File: config.mk
export PLATFORM = sky130hd
export DESIGN_NAME = rv_fetch_queue_flat
export DESIGN_NICKNAME = d
export VERILOG_FILES = /design/src/rtl/rv_fetch_queue_if.sv /design/src/rtl/rv_fetch_queue.sv /design/src/flat_wrapper.sv
export SDC_FILE = /design/constraint.sdc
export NUM_CORES = 1
export LEC_CHECK = 0
export ABC_AREA = 1
export CAP_MARGIN = 20
export CORE_UTILIZATION = 25
export CTS_BUF_LIST = sky130_fd_sc_hd__clkbuf_4
export DETAILED_ROUTE_END_ITERATION = 12
export PLACE_DENSITY = 0.41
export SLEW_MARGIN = 20
export SYNTH_ARGS = -nofsm -noshare
export SYNTH_HDL_FRONTEND = slang
export SYNTH_SLANG_ARGS = --single-unit
export TNS_END_PERCENT = 30
File: constraint.sdc
create_clock -name i_clk -period 8 [get_ports i_clk]
set_input_delay 0.8 -clock i_clk [delete_from_list [all_inputs] [get_ports i_clk]]
set_output_delay 0.8 -clock i_clk [all_outputs]
set_load 0.01 [all_outputs]
File: src/rtl/rv_fetch_queue_if.sv
// Instruction bus: single-outstanding read request/acknowledge.
interface rv_fetch_queue_if;
  logic        bus_req;
  logic [29:0] bus_addr;
  logic        bus_ack;
  logic [31:0] bus_rdata;

  modport master (
    output bus_req,
    output bus_addr,
    input  bus_ack,
    input  bus_rdata
  );

  modport slave (
    input  bus_req,
    input  bus_addr,
    output bus_ack,
    output bus_rdata
  );
endinterface

File: src/rtl/rv_fetch_queue.sv
// Instruction-fetch front end: sequential word-PC generation, single-outstanding
// bus reads, and a prefetch FIFO of {pc, instr} feeding decode.
//
// state  | meaning
// S_IDLE | no read outstanding; issue when queue has room or on redirect
// S_REQ  | read outstanding; req/addr held until ack
module rv_fetch_queue #(
  parameter logic [31:0] RESET_ADDR  = 32'h0000_0000,
  parameter int          QUEUE_DEPTH = 4,
  parameter int          CNT_W       = $clog2(QUEUE_DEPTH) + 1
) (
  input  logic                i_clk,
  input  logic                i_reset_n,
  input  logic                i_pc_sel,
  input  logic [29:0]         i_pc_target,
  rv_fetch_queue_if.master    bus,
  output logic                o_valid,
  input  logic                i_ready,
  output logic [31:0]         o_instr,
  output logic [29:0]         o_pc,
  output logic [29:0]         o_pc_p4,
  output logic [CNT_W-1:0]    o_count
);

  localparam int              PTR_W   = $clog2(QUEUE_DEPTH);
  localparam logic [CNT_W-1:0] DEPTH_C = CNT_W'(QUEUE_DEPTH);

  typedef enum logic {S_IDLE, S_REQ} state_t;

  state_t           r_state, w_state_nxt;
  logic [29:0]      r_fetch_pc, w_fetch_pc_nxt;
  logic [29:0]      r_bus_addr, w_bus_addr_nxt;
  logic             r_discard, w_discard_nxt;
  logic             w_push;
  logic             w_pop;

  logic [61:0]      r_mem [QUEUE_DEPTH];
  logic [PTR_W-1:0] r_wptr, r_rptr;
  logic [CNT_W-1:0] r_count;
  logic [61:0]      w_head;

  // Fetch state, fetch PC, held bus address and discard flag.
  always_ff @(posedge i_clk) begin
    if (!i_reset_n) begin
      r_state    <= S_IDLE;
      r_fetch_pc <= RESET_ADDR[31:2];
      r_bus_addr <= RESET_ADDR[31:2];
      r_discard  <= 1'b0;
    end else begin
      r_state    <= w_state_nxt;
      r_fetch_pc <= w_fetch_pc_nxt;
      r_bus_addr <= w_bus_addr_nxt;
      r_discard  <= w_discard_nxt;
    end
  end

  // Next-state: issue on room (registered count) or redirect; a redirect while
  // a read is in flight marks its response for dropping instead of pushing.
  always_comb begin
    w_state_nxt    = r_state;
    w_fetch_pc_nxt = r_fetch_pc;
    w_bus_addr_nxt = r_bus_addr;
    w_discard_nxt  = r_discard;
    w_push         = 1'b0;
    case (r_state)
      S_IDLE: begin
        if (i_pc_sel) begin
          w_fetch_pc_nxt = i_pc_target;
          w_bus_addr_nxt = i_pc_target;
          w_state_nxt    = S_REQ;
        end else if (r_count < DEPTH_C) begin
          w_bus_addr_nxt = r_fetch_pc;
          w_state_nxt    = S_REQ;
        end
      end
      S_REQ: begin
        if (bus.bus_ack) begin
          w_state_nxt   = S_IDLE;
          w_discard_nxt = 1'b0;
          if (i_pc_sel) begin
            w_fetch_pc_nxt = i_pc_target;
          end else if (!r_discard) begin
            w_push         = 1'b1;
            w_fetch_pc_nxt = r_bus_addr + 30'd1;
          end
        end else if (i_pc_sel) begin
          w_discard_nxt  = 1'b1;
          w_fetch_pc_nxt = i_pc_target;
        end
      end
      default: w_state_nxt = S_IDLE;
    endcase
  end

  assign bus.bus_req  = (r_state == S_REQ);
  assign bus.bus_addr = r_bus_addr;

  assign w_pop = o_valid & i_ready & ~i_pc_sel;

  // Queue storage; no reset needed since occupancy gates visibility.
  always_ff @(posedge i_clk) begin
    if (w_push) r_mem[r_wptr] <= {r_bus_addr, bus.bus_rdata};
  end

  // Queue pointers and occupancy; redirect flushes.
  always_ff @(posedge i_clk) begin
    if (!i_reset_n || i_pc_sel) begin
      r_wptr  <= '0;
      r_rptr  <= '0;
      r_count <= '0;
    end else begin
      if (w_push) r_wptr <= r_wptr + PTR_W'(1);
      if (w_pop)  r_rptr <= r_rptr + PTR_W'(1);
      if (w_push && !w_pop)      r_count <= r_count + CNT_W'(1);
      else if (w_pop && !w_push) r_count <= r_count - CNT_W'(1);
    end
  end

  assign w_head  = r_mem[r_rptr];
  assign o_valid = (r_count != '0);
  assign o_instr = w_head[31:0];
  assign o_pc    = w_head[61:32];
  assign o_pc_p4 = w_head[61:32] + 30'd1;
  assign o_count = r_count;

endmodule

File: src/flat_wrapper.sv
// flat-port wrapper written by rule: the top's interface ports become plain ports
module rv_fetch_queue_flat 
#(
  parameter logic [31:0] RESET_ADDR  = 32'h0000_0000,
  parameter int          QUEUE_DEPTH = 4,
  parameter int          CNT_W       = $clog2(QUEUE_DEPTH) + 1
)
  (i_clk, i_reset_n, i_pc_sel, i_pc_target, o_valid, i_ready, o_instr, o_pc, o_pc_p4, o_count, bus_bus_req, bus_bus_addr, bus_bus_ack, bus_bus_rdata);
  rv_fetch_queue_if bus_i ();
  input  logic i_clk;
  input  logic i_reset_n;
  input  logic i_pc_sel;
  input  logic [29:0] i_pc_target;
  output logic o_valid;
  input  logic i_ready;
  output logic [31:0] o_instr;
  output logic [29:0] o_pc;
  output logic [29:0] o_pc_p4;
  output logic [CNT_W-1:0] o_count;
  output wire logic [$bits(bus_i.bus_req)-1:0] bus_bus_req;
  output wire logic [$bits(bus_i.bus_addr)-1:0] bus_bus_addr;
  input wire logic [$bits(bus_i.bus_ack)-1:0] bus_bus_ack;
  input wire logic [$bits(bus_i.bus_rdata)-1:0] bus_bus_rdata;
  assign bus_bus_req = bus_i.bus_req;
  assign bus_bus_addr = bus_i.bus_addr;
  assign bus_i.bus_ack = bus_bus_ack;
  assign bus_i.bus_rdata = bus_bus_rdata;
  rv_fetch_queue #(.RESET_ADDR(RESET_ADDR), .QUEUE_DEPTH(QUEUE_DEPTH), .CNT_W(CNT_W)) u_core (.i_clk(i_clk), .i_reset_n(i_reset_n), .i_pc_sel(i_pc_sel), .i_pc_target(i_pc_target), .bus(bus_i), .o_valid(o_valid), .i_ready(i_ready), .o_instr(o_instr), .o_pc(o_pc), .o_pc_p4(o_pc_p4), .o_count(o_count));
endmodule
==> results of run 1 <==
-- stage by stage --
step                instances   util  setup WS, ns  hold slack, ns
floorplan                1523      -          3.35           0.436
global placement         2419  0.298          3.42           0.449
detailed placement       2419  0.298          3.41           0.453
CTS                      2580  0.318          2.48           0.465
global route             2583  0.318          2.20           0.479
finish                   2583  0.318          2.69           0.461
-- layout make-up --
type	instances	area, um^2	area share
antenna	3	7.51	0.000409
clock inverter	25	128	0.00696
multi-input combinational	1024	4930	0.269
sequential	319	8870	0.484
tap	765	957	0.0522
timing repair buffer	205	2020	0.110
inverter	106	408	0.0222
clock buffer	136	1020	0.0557
-- cell usage in the layout (no fill, tap or decap), types with 6 or more instances in the layout --
cell type,count
ha_1,7
nor2_4,8
clkinv_1,22
nand2_2,14
buf_4,12
clkdlybuf4s50_1,192
nand4_1,6
nand3_1,91
nor2_2,13
nor2_1,156
a31oi_1,13
nand3b_1,8
clkbuf_4,136
inv_1,98
o21ai_0,145
edfxtp_1,248
nand2_1,391
o211ai_1,8
dfxtp_1,69
o22ai_1,33
xor2_1,22
a21oi_1,73
-- cells in the mapped netlist (all sizes together) --
library cell / number
nand2: 407
edfxtp: 248
nor2: 177
o21ai: 146
inv: 103
nand3: 96
a21oi: 74
dfxtp: 71
clkbuf: 39
buf: 35
o22ai: 33
xor2: 23
a31oi: 13
o211ai: 10
nand3b: 8
nor3: 8
ha: 7
nand4: 6
a41oi: 5
clkinv: 3
o21bai: 3
xnor2: 2
a311oi: 1
and2: 1
fa: 1
o221ai: 1
o311ai: 1
o31ai: 1
-- metal layers --
metal  up-vias  part of all wire  wire, um  global-route usage
li1       5717                 -         -                   -
met2       327              0.44     20600               0.243
met5         -                 0         0                   0
met4         0             0.019       907              0.0477
met3        69             0.062      2930              0.0457
met1      5458              0.48     22600               0.220
-- cell families (layout without fill, tap and decap cells) --
kind of cell,Yosys count,in the layout,synth area share
simple gates,703,703,0.205
flops,319,319,0.608
compound gates,288,288,0.108
buf+inv,180,472,0.0557
xor+xnor,25,25,0.0155
fa+ha+maj,8,8,0.00738
other cells,0,3,0
-- how the worst max path moves through the flow --
stage          startpoint                  to  slack (ns)  depth (start not counted)
3_3_place_gp         flop         o_pc_p4[18]        3.42                         13
3_5_place_dp         flop         o_pc_p4[18]        3.41                         13
2_1_floorplan    i_pc_sel  u_core.r_mem[0][0]        3.35                          7
4_1_cts              flop         o_pc_p4[18]        2.48                         13
6_report             flop         o_pc_p4[18]        2.69                         13
5_1_grt              flop         o_pc_p4[14]        2.20                         13
-- power breakdown --
| group | switching [uW] | total (uW) | internal, uW | leakage [uW] |
|---|---|---|---|---|
| registers | 59.6 | 1890 | 1830 | 0.00283 |
| clock network | 699 | 1500 | 805 | 0.000690 |
| logic | 183 | 323 | 140 | 0.00315 |
| total | 942 | 3720 | 2770 | 0.00667 |
-- state kept, by name, indices dropped and copies added, names as in the netlist, named ones only --
signal,count
u_core.r_fetch_pc,30
u_core.r_discard,1
u_core.bus.bus_addr,30
u_core.r_rptr,2
u_core.o_count,3
u_core.r_mem,248
u_core.bus.bus_req,1
u_core.r_wptr,2
-- tightest hold or removal path: cells and delay by family (launching register included) --
| kind | cells | cell delay (ns) |
|---|---|---|
| AO/OA/AOI/OAI | 1 | 0.07 |
| buffers and inverters | 1 | 0.06 |
| flip-flops | 1 | 0.30 |
==> flow_summary_export.csv, run 1 <==
group,metric,value,unit
drt,dr_total_vias,11600,
power,ir_drop,0.0944,mV
clock_tree,clk_latency,0.81,ns
clock_tree,cts_max_level,3,
clock_tree,cts_resized,0,
worst_setup_path,cp_slowest_cell,"dfxtp_4",
finish,fill_cells,6085,
logic_synthesis,yosysTopAreaCellShare,0.511,
grt,antenna_found_initial,3,
finish,final_cell_area,18300,um^2
clock_tree,clkSinkCount,319,
logic_synthesis,syn_area,14600,um^2
worst_setup_path,crit_path_max_incr_delay,0.74,ns
grt,grt_pass1_vias,11600,
finish,syn2layout_area_growth,25.8,%
worst_setup_path,reg2reg_depth,8,
timing,setup_viol,0,
worst_hold_path,hold_depth,2,
floorplanning,die-area,59300,um^2
worst_setup_path,crit_chain,"buf_4 > nand2_1 > nand3_1 > nand2_1 > inv_1 > ha_1 > inv_1 > nor2_4 > nand3_2 > nor2_2 > nand3_1 > xor2_1 > clkdlybuf4s50_1",
logic_synthesis,synth.ff_latch_count,319,
drt,ant_nets,0,
timing,rsz0062_at_grt,"no",
worst_setup_path,critPathCaptureType,"output pin",
logic_synthesis,yosysTopAreaCell,"edfxtp_1",
power,cellPowerDensity,203,nW/um^2
worst_setup_path,cp-start-kind,"flop",
drt,drtIter0Drc,612,
worst_setup_path,cp_max_fo,64,
outcome,status,"finished clean",
floorplanning,ios,194,
grt,grt_start_max_net_pins,133,
clock_tree,post_cts_buffers,0,
drt,wl_per_cell,18.2,um
timing,fin_crit_sh,0.664,
floorplanning,chipWidth,243,um
worst_setup_path,r2r_end,"u_core.r_mem[2][9]",
drt,firstDrtPassIters,5,
worst_hold_path,hold_start,"u_core.r_rptr[1]",
drt,via_per_inst,4.48,
timing,min_period,5.31,ns
worst_hold_path,hold_class,"flop to flop",
timing,tightest_slew,1.02,ns
logic_synthesis,ys_warn_count,0,
drt,finalWirelength,47000,um
clock_tree,cts_tree,"yes",
grt,grt.overflow.total,0,
timing,fin_setup_tns,0,ns
clock_tree,clkTransAtPathRegs,0.06,ns
power,leakagePower,0.00667,uW
place,dpl_cell_area,17200,um^2
finish,drive_gt1_frac,0.117,
clock_tree,cts_buffers,90,
floorplanning,design.core.area,57700,um^2
worst_setup_path,critPathRequiredTime,7.20,ns
place,routabilityCongestion,0.802,
clock_tree,holdBufCountCts,0,
floorplanning,die_h,243,um
run,maxCapViolCount,0,
finish,nets,1821,
worst_setup_path,path_buf_inv,4,
logic_synthesis,synthTopCellsByArea,"edfxtp_1 (51%), nand2_1 (10%), dfxtp_1 (9.8%)",
worst_setup_path,timing.reg2reg.setup_slack,4.42,ns
timing,fin_skew,0.0458,ns
floorplanning,rows,88,
power,power,3720,uW
place,hpwl,30700,um
drt,drc,0,
grt,track_usage,0.160,
timing,finalHoldViolCount,0,
timing,report.final.slew_viol_count,0,
logic_synthesis,synth_seq_area_share,0.608,
clock_tree,clock_path_buffers,3,
worst_setup_path,r2r_start,"u_core.bus.bus_req",
timing,fmax,188,MHz
logic_synthesis,ys_types,45,
worst_setup_path,critPathKind,"flop to output pin",
logic_synthesis,postSynthAreaPerCell,9.57,um^2
clock_tree,cts-root-buf,"clkbuf_4",
timing,maxSlewHeadroom,0.320,
logic_synthesis,syn_nets,1598,
logic_synthesis,syn-instance-count,1523,
place,port_buffers,193,
floorplanning,start_util,0.253,
worst_setup_path,critPathTopFamily,"buffers and inverters",
grt,grt_pass1_wl,71700,um
worst_setup_path,worstPathArrival,4.51,ns
Power figures use the tool's default switching activity.
==> run 2, diff against run 1 <==
PLACE_DENSITY = 0.42   (was 0.41)
clock period = 4.4 ns   (was 8 ns; I/O delays follow)
==> flow_summary_export.csv, run 2 (synthesized netlist as in run 1, its figures left out) <==
group,metric,value,unit
drt,dr_total_vias,11800,
finish,largest_reg_flops,248,
drt,drc,0,
floorplanning,ios,194,
clock_tree,clk_latency,0.80,ns
power,ir_drop,0.144,mV
power,switchingPower,1720,uW
clock_tree,cts-root-buf,"clkbuf_4",
worst_setup_path,worstPathArrival,3.70,ns
worst_setup_path,critPathKind,"flop to output pin",
clock_tree,clkTransAtPathRegs,0.06,ns
floorplanning,chipWidth,243,um
power,cellPowerDensity,372,nW/um^2
worst_setup_path,critPathRequiredTime,3.96,ns
finish,final_common_cell,"nand2_1",
worst_setup_path,reg2reg_depth,7,
place,dpl_cell_area,17300,um^2
clock_tree,post_cts_buffers,0,
finish,top_register,"u_core.r_mem",
worst_setup_path,cp_max_fo,87,
drt,via_per_inst,4.57,
drt,ant_nets,0,
worst_hold_path,hold_depth,3,
clock_tree,cts_tree,"yes",
clock_tree,clkSinkCount,319,
worst_setup_path,r2r_end,"u_core.r_mem[1][4]",
power,clkPwrFrac,0.416,
floorplanning,rows,88,
floorplanning,die-area,59300,um^2
finish,final_cells,2589,
timing,tightest_slew,0.970,ns
drt,drtIter0Drc,780,
timing,rsz0062_at_grt,"no",
finish,syn2layout_area_growth,26.9,%
clock_tree,cts_buffers,94,
place,routabilityCongestion,0.808,
worst_setup_path,critPathCaptureType,"output pin",
drt,firstDrtPassIters,5,
clock_tree,cts_max_level,3,
place,place_inst,2426,
timing,min_period,4.14,ns
worst_hold_path,hold_class,"primary input to flop",
power,internal_power,5170,uW
finish,layout_common_cells,"nand2_1 (391), edfxtp_1 (248), clkdlybuf4s50_1 (192)",
timing,report.final.slew_viol_count,0,
power,seqPwrFrac,0.498,
finish,fill_cells,6132,
grt,track_usage,0.159,
timing,fin_setup_tns,0,ns
power,leakagePower,0.00675,uW
worst_setup_path,cp-start-kind,"flop",
finish,drive_gt1_frac,0.123,
drt,finalWirelength,47700,um
worst_setup_path,r2r_start,"u_core.bus.bus_req",
timing,maxSlewHeadroom,0.353,
grt,grt_start_max_net_pins,88,
worst_setup_path,timing.reg2reg.setup_slack,1.88,ns
place,port_buffers,193,
outcome,status,"finished clean",
floorplanning,design.core.area,57700,um^2
finish,nets,1832,
floorplanning,start_util,0.253,
grt,antenna_found_initial,1,
clock_tree,clock_path_buffers,3,
power,netSwitchingFraction,0.250,
timing,fin_skew,0.0361,ns
worst_hold_path,holdPathEnd,"u_core.bus.bus_addr[8]",
timing,setup_viol,0,
worst_hold_path,hold_start,"i_pc_target[8]",
grt,grt.overflow.total,0,
grt,grt_pass1_wl,71000,um
timing,fmax,241,MHz
floorplanning,die_h,243,um
timing,finalHoldViolCount,0,
drt,wl_per_cell,18.4,um
grt,grt_pass1_vias,11600,
place,hpwl,31400,um
finish,final_cell_area,18500,um^2
timing,fin_crit_sh,0.941,
run,maxCapViolCount,0,
power,p_comb_frac,0.086,
[run 2: changes by cell type in the layout (fill, tap and decap cells not counted), sizes merged]
cell | before | now
bufinv | 1 | 3
clkinv | 25 | 23
buf | 13 | 20
diode | 3 | 2
clkinvlp | 0 | 1
inv | 105 | 104
[run 2: layout make-up]
class | count | area (um^2) | share of cell area
Tap cell | 765 | 957 | 0.0517
Sequential cell | 319 | 8870 | 0.480
Clock buffer | 136 | 1020 | 0.0552
Clock inverter | 25 | 186 | 0.0101
Multi-Input combinational cell | 1024 | 4930 | 0.266
Inverter | 106 | 417 | 0.0225
Timing Repair Buffer | 212 | 2110 | 0.114
Antenna cell | 2 | 5.00 | 0.000271
[run 2: what timing repair did]
item | in CTS | in global routing
setup endpoints to repair | 1 | 1
resized for setup | 2 | 1
hold buffers | 0 | 0
[run 2: routing by layer]
layer / global-route usage / routed length, um
met3: 0.0387 / 3050
met5: 0 / 0
met1: 0.208 / 21700
met4: 0.0564 / 1170
met2: 0.253 / 21800
[run 2: through the flow]
| step | total power, uW | util | hold slack (ns) | worst slack [ns] |
|---|---|---|---|---|
| finish | 6890 | 0.321 | 0.253 | 0.259 |
| global placement | 4090 | 0.299 | 0.451 | 0.895 |
| floorplan | 3740 | - | 0.436 | 0.109 |
| CTS | 7020 | 0.321 | 0.143 | 0.0732 |
| detailed placement | 4090 | 0.299 | 0.457 | 0.873 |
| global route | 7230 | 0.321 | 0.186 | 0.00292 |
[run 2: power groups by stage]
stage	clock (uW)	sequential (uW)	combinational, uW
after floorplan	0	3460	281
after global placement	0	3490	591
after detailed placement	0	3500	598
after CTS	2990	3430	600
after global routing	3130	3440	651
final	2870	3430	592
[run 2: worst max path at each step]
stage	startpoint	to	slack, ns	cells past startpoint
after global routing	flop	o_pc_p4[28]	0.003	10
final	flop	o_pc_p4[18]	0.26	12
after detailed placement	flop	o_pc_p4[18]	0.87	13
after CTS	flop	o_pc_p4[18]	0.07	13
after global placement	flop	o_pc_p4[18]	0.90	13
after floorplan	i_pc_sel	u_core.r_mem[0][0]	0.11	7
[run 2: critical path, cell delays in order (launching register included)]
cell	delay (ns)
dfxtp_4	0.56
inv_16	0.17
nand2_1	0.13
o211ai_2	0.09
nand2_2	0.15
ha_1	0.19
inv_1	0.08
nor2_4	0.16
nand3_2	0.14
nor2_2	0.17
nand3_1	0.11
xor2_1	0.32
clkdlybuf4s50_1	0.61
